## src/rtl/tl_pkg.sv

```systemverilog
// Shared types and decode helpers for the traffic light lamp-bus monitor.
package tl_pkg;

  // Colour codes presented on the colour output
  typedef enum logic [1:0] {
    GREEN  = 2'd0,
    YELLOW = 2'd1,
    RED    = 2'd2,
    NONE   = 2'd3
  } colour_t;

  // Legal lamp patterns, bit order {R,G,B}
  localparam logic [2:0] RGB_GREEN  = 3'b010;
  localparam logic [2:0] RGB_YELLOW = 3'b110;
  localparam logic [2:0] RGB_RED    = 3'b100;

  // Monitor state
  typedef enum logic {
    IDLE  = 1'b0,
    TRACK = 1'b1
  } state_t;

  localparam int         TICK_W   = 10;
  localparam logic [9:0] TICK_MAX = 10'd1023;

  // Map a lamp pattern to a colour; anything undefined becomes NONE
  function automatic colour_t decode_rgb(input logic [2:0] rgb);
    colour_t c;
    case (rgb)
      RGB_GREEN:  c = GREEN;
      RGB_YELLOW: c = YELLOW;
      RGB_RED:    c = RED;
      default:    c = NONE;
    endcase
    return c;
  endfunction

  // Colour that must follow c in a correct sequence
  function automatic colour_t next_colour(input colour_t c);
    colour_t n;
    case (c)
      GREEN:   n = YELLOW;
      YELLOW:  n = RED;
      RED:     n = GREEN;
      default: n = NONE;
    endcase
    return n;
  endfunction

endpackage

```

## src/rtl/tl_rgb_filter.sv

```systemverilog
// Two-flop synchroniser plus stability filter for the asynchronous lamp bus.
// A pattern is accepted once the synchronised bus has shown it for
// STABLE_CYCLES consecutive samples; change pulses in the cycle where an
// accepted pattern differs from the previously accepted one.
module tl_rgb_filter #(
  parameter int STABLE_CYCLES = 4
) (
  input  logic       clk,
  input  logic       rst,
  input  logic [2:0] rgb_async,
  output logic [2:0] pattern,
  output logic       change
);

  localparam int              CNT_W   = $clog2(STABLE_CYCLES + 1);
  localparam logic [CNT_W-1:0] CNT_MAX = CNT_W'(STABLE_CYCLES);
  localparam logic [CNT_W-1:0] CNT_ONE = CNT_W'(1);

  logic [2:0]       sync1_q, sync2_q;
  logic [2:0]       cand_q, cand_d;
  logic [CNT_W-1:0] cnt_q, cnt_d;
  logic [2:0]       acc_q, acc_d;
  logic             accept_s;
  logic             change_s;

  // Count consecutive equal samples and detect acceptance of a new pattern
  always_comb begin
    cand_d   = sync2_q;
    cnt_d    = cnt_q;
    acc_d    = acc_q;
    change_s = 1'b0;
    if (sync2_q == cand_q) begin
      if (cnt_q != CNT_MAX) begin
        cnt_d = cnt_q + CNT_ONE;
      end else begin
        cnt_d = cnt_q;
      end
    end else begin
      cnt_d = CNT_ONE;
    end
    accept_s = (cnt_d == CNT_MAX);
    if (accept_s && (sync2_q != acc_q)) begin
      acc_d    = sync2_q;
      change_s = 1'b1;
    end else begin
      acc_d    = acc_q;
      change_s = 1'b0;
    end
  end

  // Synchroniser and filter state; accepted pattern resets to all-off
  always_ff @(posedge clk or posedge rst) begin
    if (rst) begin
      sync1_q <= 3'b000;
      sync2_q <= 3'b000;
      cand_q  <= 3'b000;
      cnt_q   <= '0;
      acc_q   <= 3'b000;
    end else begin
      sync1_q <= rgb_async;
      sync2_q <= sync1_q;
      cand_q  <= cand_d;
      cnt_q   <= cnt_d;
      acc_q   <= acc_d;
    end
  end

  // The newly accepted pattern is the current synchronised sample
  assign pattern = sync2_q;
  assign change  = change_s;

endmodule

```

## src/rtl/traffic_light_monitor.sv

```systemverilog
// Receive-side checker for the traffic light lamp bus: decodes the filtered
// colour, measures each phase in ticks and raises sticky sequence, timing and
// illegal-pattern faults.
module traffic_light_monitor
  import tl_pkg::*;
#(
  parameter int TICK_DIV      = 1_000_000,
  parameter int STABLE_CYCLES = 4,
  parameter int GREEN_TICKS   = 101,
  parameter int YELLOW_TICKS  = 51,
  parameter int RED_TICKS     = 101,
  parameter int TOL_TICKS     = 2
) (
  input  logic        clk_100MHz,
  input  logic        rst,
  input  logic [2:0]  RGB_in,
  input  logic        clear_faults,
  output logic [1:0]  colour,
  output logic        colour_valid,
  output logic        phase_done,
  output logic [9:0]  phase_ticks,
  output logic        fault_seq,
  output logic        fault_time,
  output logic        fault_illegal,
  output logic [15:0] cycle_count
);

  localparam int                 PRESC_W    = (TICK_DIV > 1) ? $clog2(TICK_DIV) : 1;
  localparam logic [PRESC_W-1:0] PRESC_LAST = PRESC_W'(TICK_DIV - 1);
  localparam logic [PRESC_W-1:0] PRESC_ONE  = PRESC_W'(1);

  // Shortest acceptable dwell and first dwell that counts as late
  localparam logic [9:0] G_MIN  = 10'(GREEN_TICKS - TOL_TICKS);
  localparam logic [9:0] Y_MIN  = 10'(YELLOW_TICKS - TOL_TICKS);
  localparam logic [9:0] R_MIN  = 10'(RED_TICKS - TOL_TICKS);
  localparam logic [9:0] G_LATE = 10'(GREEN_TICKS + TOL_TICKS + 1);
  localparam logic [9:0] Y_LATE = 10'(YELLOW_TICKS + TOL_TICKS + 1);
  localparam logic [9:0] R_LATE = 10'(RED_TICKS + TOL_TICKS + 1);

  logic [2:0]         pattern_s;
  logic               change_s;
  colour_t            new_colour_s;

  logic [PRESC_W-1:0] presc_q, presc_d;
  logic [9:0]         ticks_q, ticks_d;
  logic [9:0]         ticks_inc_s;
  logic               wrap_s;
  logic [9:0]         min_s, late_s;

  state_t             state_q, state_d;
  colour_t            colour_q, colour_d;
  logic               valid_q, valid_d;
  logic               partial_q, partial_d;
  logic               late_q, late_d;
  logic               phase_done_q, phase_done_d;
  logic [9:0]         phase_ticks_q, phase_ticks_d;
  logic               fault_seq_q, fault_seq_d;
  logic               fault_time_q, fault_time_d;
  logic               fault_illegal_q, fault_illegal_d;
  logic [15:0]        cycle_count_q, cycle_count_d;
  logic               set_seq_s, set_time_s, set_illegal_s;

  tl_rgb_filter #(
    .STABLE_CYCLES (STABLE_CYCLES)
  ) u_filter (
    .clk       (clk_100MHz),
    .rst       (rst),
    .rgb_async (RGB_in),
    .pattern   (pattern_s),
    .change    (change_s)
  );

  assign new_colour_s = decode_rgb(pattern_s);

  // Prescaler and saturating tick counter; ticks_inc_s includes this cycle's wrap
  always_comb begin
    wrap_s = (presc_q == PRESC_LAST);
    if (wrap_s && (ticks_q != TICK_MAX)) begin
      ticks_inc_s = ticks_q + 10'd1;
    end else begin
      ticks_inc_s = ticks_q;
    end
    if (change_s) begin
      presc_d = '0;
      ticks_d = 10'd0;
    end else if (wrap_s) begin
      presc_d = '0;
      ticks_d = ticks_inc_s;
    end else begin
      presc_d = presc_q + PRESC_ONE;
      ticks_d = ticks_inc_s;
    end
  end

  // Dwell limits for the colour currently being tracked
  always_comb begin
    case (colour_q)
      GREEN:   begin min_s = G_MIN;      late_s = G_LATE;   end
      YELLOW:  begin min_s = Y_MIN;      late_s = Y_LATE;   end
      RED:     begin min_s = R_MIN;      late_s = R_LATE;   end
      default: begin min_s = 10'd0;      late_s = TICK_MAX; end
    endcase
  end

  // Phase tracking, ordering/timing checks and sticky fault flags
  always_comb begin
    state_d       = state_q;
    colour_d      = colour_q;
    valid_d       = valid_q;
    partial_d     = partial_q;
    late_d        = late_q;
    phase_done_d  = 1'b0;
    phase_ticks_d = phase_ticks_q;
    cycle_count_d = cycle_count_q;
    set_seq_s     = 1'b0;
    set_time_s    = 1'b0;
    set_illegal_s = 1'b0;

    if (change_s && (new_colour_s == NONE)) begin
      set_illegal_s = 1'b1;
      colour_d      = NONE;
      valid_d       = 1'b0;
      state_d       = IDLE;
      if (state_q == TRACK) begin
        phase_done_d  = 1'b1;
        phase_ticks_d = ticks_inc_s;
      end else begin
        phase_done_d  = 1'b0;
      end
    end else if (change_s && (state_q == IDLE)) begin
      // First legal colour after reset or an illegal pattern: length unknown
      state_d   = TRACK;
      colour_d  = new_colour_s;
      valid_d   = 1'b1;
      partial_d = 1'b1;
      late_d    = 1'b0;
    end else if (change_s) begin
      phase_done_d  = 1'b1;
      phase_ticks_d = ticks_inc_s;
      if (!partial_q && (ticks_inc_s < min_s)) begin
        set_time_s = 1'b1;
      end else begin
        set_time_s = 1'b0;
      end
      if (new_colour_s != next_colour(colour_q)) begin
        set_seq_s = 1'b1;
      end else if (colour_q == RED) begin
        cycle_count_d = cycle_count_q + 16'd1;
      end else begin
        set_seq_s = 1'b0;
      end
      colour_d  = new_colour_s;
      partial_d = 1'b0;
      late_d    = 1'b0;
    end else if ((state_q == TRACK) && !late_q && (ticks_inc_s >= late_s)) begin
      // Overrun is flagged as soon as it happens, once per phase
      set_time_s = 1'b1;
      late_d     = 1'b1;
    end else begin
      late_d = late_q;
    end

    fault_seq_d     = (fault_seq_q     & ~clear_faults) | set_seq_s;
    fault_time_d    = (fault_time_q    & ~clear_faults) | set_time_s;
    fault_illegal_d = (fault_illegal_q & ~clear_faults) | set_illegal_s;
  end

  // All monitor state and registered outputs
  always_ff @(posedge clk_100MHz or posedge rst) begin
    if (rst) begin
      presc_q         <= '0;
      ticks_q         <= 10'd0;
      state_q         <= IDLE;
      colour_q        <= NONE;
      valid_q         <= 1'b0;
      partial_q       <= 1'b1;
      late_q          <= 1'b0;
      phase_done_q    <= 1'b0;
      phase_ticks_q   <= 10'd0;
      fault_seq_q     <= 1'b0;
      fault_time_q    <= 1'b0;
      fault_illegal_q <= 1'b0;
      cycle_count_q   <= 16'd0;
    end else begin
      presc_q         <= presc_d;
      ticks_q         <= ticks_d;
      state_q         <= state_d;
      colour_q        <= colour_d;
      valid_q         <= valid_d;
      partial_q       <= partial_d;
      late_q          <= late_d;
      phase_done_q    <= phase_done_d;
      phase_ticks_q   <= phase_ticks_d;
      fault_seq_q     <= fault_seq_d;
      fault_time_q    <= fault_time_d;
      fault_illegal_q <= fault_illegal_d;
      cycle_count_q   <= cycle_count_d;
    end
  end

  assign colour        = colour_q;
  assign colour_valid  = valid_q;
  assign phase_done    = phase_done_q;
  assign phase_ticks   = phase_ticks_q;
  assign fault_seq     = fault_seq_q;
  assign fault_time    = fault_time_q;
  assign fault_illegal = fault_illegal_q;
  assign cycle_count   = cycle_count_q;

endmodule

```

## config.mk

```make
export PLATFORM = sky130hd
export DESIGN_NAME = traffic_light_monitor
export DESIGN_NICKNAME = d
export VERILOG_FILES = /design/src/rtl/tl_pkg.sv /design/src/rtl/tl_rgb_filter.sv /design/src/rtl/traffic_light_monitor.sv
export SDC_FILE = /design/constraint.sdc
export NUM_CORES = 1
export LEC_CHECK = 0
export ABC_AREA = 0
export BUFFER_PORTS_ARGS = -buffer_cell sky130_fd_sc_hd__buf_2
export CAP_MARGIN = 20
export CORE_UTILIZATION = 40
export CTS_CLUSTER_SIZE = 16
export DETAILED_ROUTE_END_ITERATION = 8
export PLACE_DENSITY = 0.63
export SLEW_MARGIN = 20
export SYNTH_ARGS = -nofsm -noshare
export SYNTH_HDL_FRONTEND = slang
export SYNTH_SLANG_ARGS = --single-unit
```

## constraint.sdc

```tcl
create_clock -name clk_100MHz -period 3.1 [get_ports clk_100MHz]
set_input_delay 0.465 -clock clk_100MHz [delete_from_list [all_inputs] [get_ports clk_100MHz]]
set_output_delay 0.465 -clock clk_100MHz [all_outputs]
set_load 0.02 [all_outputs]
```

==> impl_summary.txt <==
----------------------------------------------------
[Detailed routing]
  Number of vias in the routed layout ... 2970
  DR vias/cell ... 4.87
  DRC viols ... 0
  DRC marker count from the first detailed-route iteration ... 117
  Per-cell routed wire length ... 13.3 um
  Number of iterations in the first detailed-routing pass ... 4
  Routed wire length ... 8080 um
  Antenna-violating nets left ... 0

[Clock tree]
  Clock root cell ... clkbuf_8
  Max Buffers Root-to-Sink ... 2
  Clock transition at the registers of the reported paths ... 80 ps
  Number of buffers added by the clock tree synthesis step ... 9
  Clock tree from TritonCTS ... yes
  CTS HTree Levels ... 3
  Worst-Skew Late Latency ... 360 ps
  Number of buffers added to fix hold violations after cts ... 0
  TritonCTS Sinks ... 80

[Die]
  Count of standard-cell rows ... 36
  Core Region ... 9770 um^2
  Initial core utilization ... 0.413
  Vertical die dimension ... 102 um
  Die area ... 10500 um^2
  Horizontal die dimension ... 102 um
  Number of top-level design ports ... 39

[Setup path]
  Required arrival time at the worst endpoint ... 3390 ps
  FF-to-FF End ... fault_time
  Reg2Reg Depth ... 13
  Category of the worst setup path capture point ... flop
  Arrival time at the worst endpoint ... 3340 ps
  Category of the most critical setup path ... reg2reg
  Worst R2R Start ... ticks_q[0]
  Flop-to-flop setup slack ... 50 ps
  Largest driver fanout on the critical path ... 5
  Sort of element at the start of the critical path ... flop

[Cells and area]
  Cell area after layout ... 4970 um^2
  Ratio of cells with drive above 1 in the final layout ... 0.262
  Non-filler instance count after layout ... 610
  Layout area overhead ... 23.0%
  Multi-input gate area in the final layout ... 2000 um^2
  Filler cell count ... 923
  Number of nets in the finished design ... 501
  Footprint of the flip-flops and latches ... 2010 um^2
  Count of antenna diodes in the layout ... 0

[Timing]
  Timing-limited maximum frequency ... 0.328 GHz
  Setup TNS Final ... 0 ps
  Minimum clock period ... 3050 ps
  Final hold violations ... 0
  Portion of the clock cycle consumed by the worst path in the final layout ... 0.983
  Count of final max-slew check failures ... 0
  Rel. slew slack ... 0.647
  Number of setup violations in the final report ... 0
  Largest clock skew in the final design ... 14.8 ps
  Worst-Margin Slew ... 526 ps

[Synthesis]
  Mean instance size in the synthesized netlist ... 10.1 um^2
  Flop and latch count out of synthesis ... 80
  Post-synthesis cell type count ... 44
  Yosys warning count ... 0
  Share of the yosys chip area belonging to registers ... 0.497
  Post-synthesis instance total ... 400
  Post-synth top flop ... dfrtp_1
  Fraction of registers with async set/reset ... 1.00
  Netlist Area Pre-Place ... 4040 um^2
  Number of synthesized flops with an enable pin ... 0
  Number of nets in the synthesized netlist ... 429

[GRT]
  Largest net degree at the start of global routing ... 32
  Remaining global-route overflow ... 0
  Met3 Resource Use GR ... 0.0499
  Wire length of the first global-routing pass ... 13800 um
  Met1 capacity usage during global routing ... 0.223
  Met2 Use GR ... 0.274
  Busiest metal layer after global routing ... met2
  Initial antenna violation count ... 0
  Number of global-route vias before repair ... 2928
  GRT Overall Usage ... 0.173

[Power]
  Total power ... 2.37 mW
  Power Dens Cells ... 478 nW/um^2
  Total internal power ... 1.79 mW
  Combinational group share of total power ... 0.135
  Flop pwr share ... 0.493
  Sw Ratio ... 0.247
  Worst voltage drop across the vdd grid ... 0.396 mV
  Switching power total ... 586 uW
  Lkg Pwr ... 2.53 nW
  Clock power frac ... 0.372

[Flow run]
  Number of max-cap violations ... 0

[Hold path]
  Worst hold path class ... in2async

[Placement]
  Post-Place Cells ... 590
  Estimated wirelength of the detail-placed design ... 5850 um
  Placer Congestion ... 0.881
  Instance area after placement ... 4570 um^2
  IO buf count ... 38

[Outcome]
  Outcome ... finished, final reports clean

----------------------------------------------------
-- cell families after synthesis --
family	share of synthesized area
flops	0.497
compound gates	0.0570
simple gates	0.205
mux	0.0214
fa+ha+maj	0.0713
buf+inv	0.0387
xor+xnor	0.110
-- critical path: stages, from the launching register on --
cell,delay [ps]
dfrtp_2,450
ha_2,260
nand4_1,180
nand4_1,150
buf_6,170
mux2i_4,260
inv_1,90
ha_1,270
a211oi_1,70
nor2_1,110
nor3_1,50
o41a_1,410
or4_4,430
nand3_1,90
-- power by group through the flow --
| stage | sequential (mW) | clock (mW) | combinational (mW) |
|---|---|---|---|
| finish | 1.17 | 0.882 | 0.321 |
| global route | 1.18 | 0.957 | 0.365 |
| CTS | 1.17 | 0.913 | 0.318 |
| detailed placement | 1.19 | 0 | 0.315 |
| global placement | 1.18 | 0 | 0.307 |
| floorplan | 1.19 | 0 | 0.216 |
-- synth_stat cells (all sizes together), types with 3 or more instances --
library cell  number  area share
o21ai             22       0.027
a21oi              5      0.0062
mux2i              3      0.0074
and3               9       0.014
ha                23       0.071
dfstp              3       0.020
nand4              9       0.014
nor2              54       0.050
nor4               3      0.0084
xor2              31       0.067
nand3             21       0.027
clkbuf             6      0.0056
buf                6      0.0090
inv               26       0.024
nand2             37       0.034
nand2b             5      0.0077
dfrtp             77        0.48
nor3               7       0.012
mux2               5       0.014
a21o               3      0.0056
or3                4      0.0062
nor4b              3      0.0065
xnor2             17       0.042
-- layout by cell type (no fill, tap or decap), types with 9 or more instances in the layout --
cell and instances:
dfrtp_1 74, nor2_1 53, buf_2 38, nand2_1 37
buf_4 34, xor2_1 29, inv_1 24, o21ai_0 20
ha_1 20, nand3_1 19, xnor2_1 12, clkbuf_8 12
nand4_1 9
-- registers in the layout (all words and copies together) (netlist names) --
register,flops
fault_seq,1
phase_done,1
cycle_count,16
fault_illegal,1
presc_q,20
late_q,1
colour,2
phase_ticks,10
colour_valid,1
u_filter.cand_q,3
u_filter.sync1_q,3
u_filter.acc_q,3
u_filter.cnt_q,3
partial_q,1
fault_time,1
ticks_q,10
u_filter.pattern,3
-- through the flow --
| step | utilization | hold WS [ps] | setup slack (ps) |
|---|---|---|---|
| 2_1_floorplan | - | 331 | 74.7 |
| 3_3_place_gp | 0.467 | 339 | -25.7 |
| 3_5_place_dp | 0.467 | 336 | -46.2 |
| 4_1_cts | 0.494 | 50.6 | 19.3 |
| 5_1_grt | 0.508 | 54.0 | -41.8 |
| 6_report | 0.508 | 57.3 | 54.0 |
-- how the worst max path moves through the flow --
stage / from / endpoint / slack [ps] / cells after the start
after detailed placement: presc_q[13] / fault_time / -50 / 11
after global placement: presc_q[10] / fault_time / -30 / 11
after CTS: presc_q[10] / fault_time / 20 / 13
after global routing: ticks_q[0] / fault_time / -40 / 13
final: ticks_q[0] / fault_time / 50 / 13
after floorplan: presc_q[0] / fault_time / 70 / 15
-- cell type report --
class | count | area share
well taps | 133 | 0.0335
inverters | 26 | 0.0199
repair buffers | 73 | 0.0920
clock buffers | 14 | 0.0348
flip-flops and latches | 80 | 0.405
multi-input cells | 282 | 0.403
clock inverters | 2 | 0.0121
-- metal layers --
metal | part of all wire | routed length, um
met5 | 0 | 0
met4 | 0.016 | 133
met3 | 0.044 | 354
met2 | 0.48 | 3900
met1 | 0.46 | 3690
-- timing repair --
item | in CTS | in global routing
setup buffers | 1 | 3
resized for setup | 3 | 25
pin swaps | 1 | 9
setup endpoints to repair | 2 | 3
endpoints found under the hold margin | 0 | 0
(Power assumes the default switching activity.)
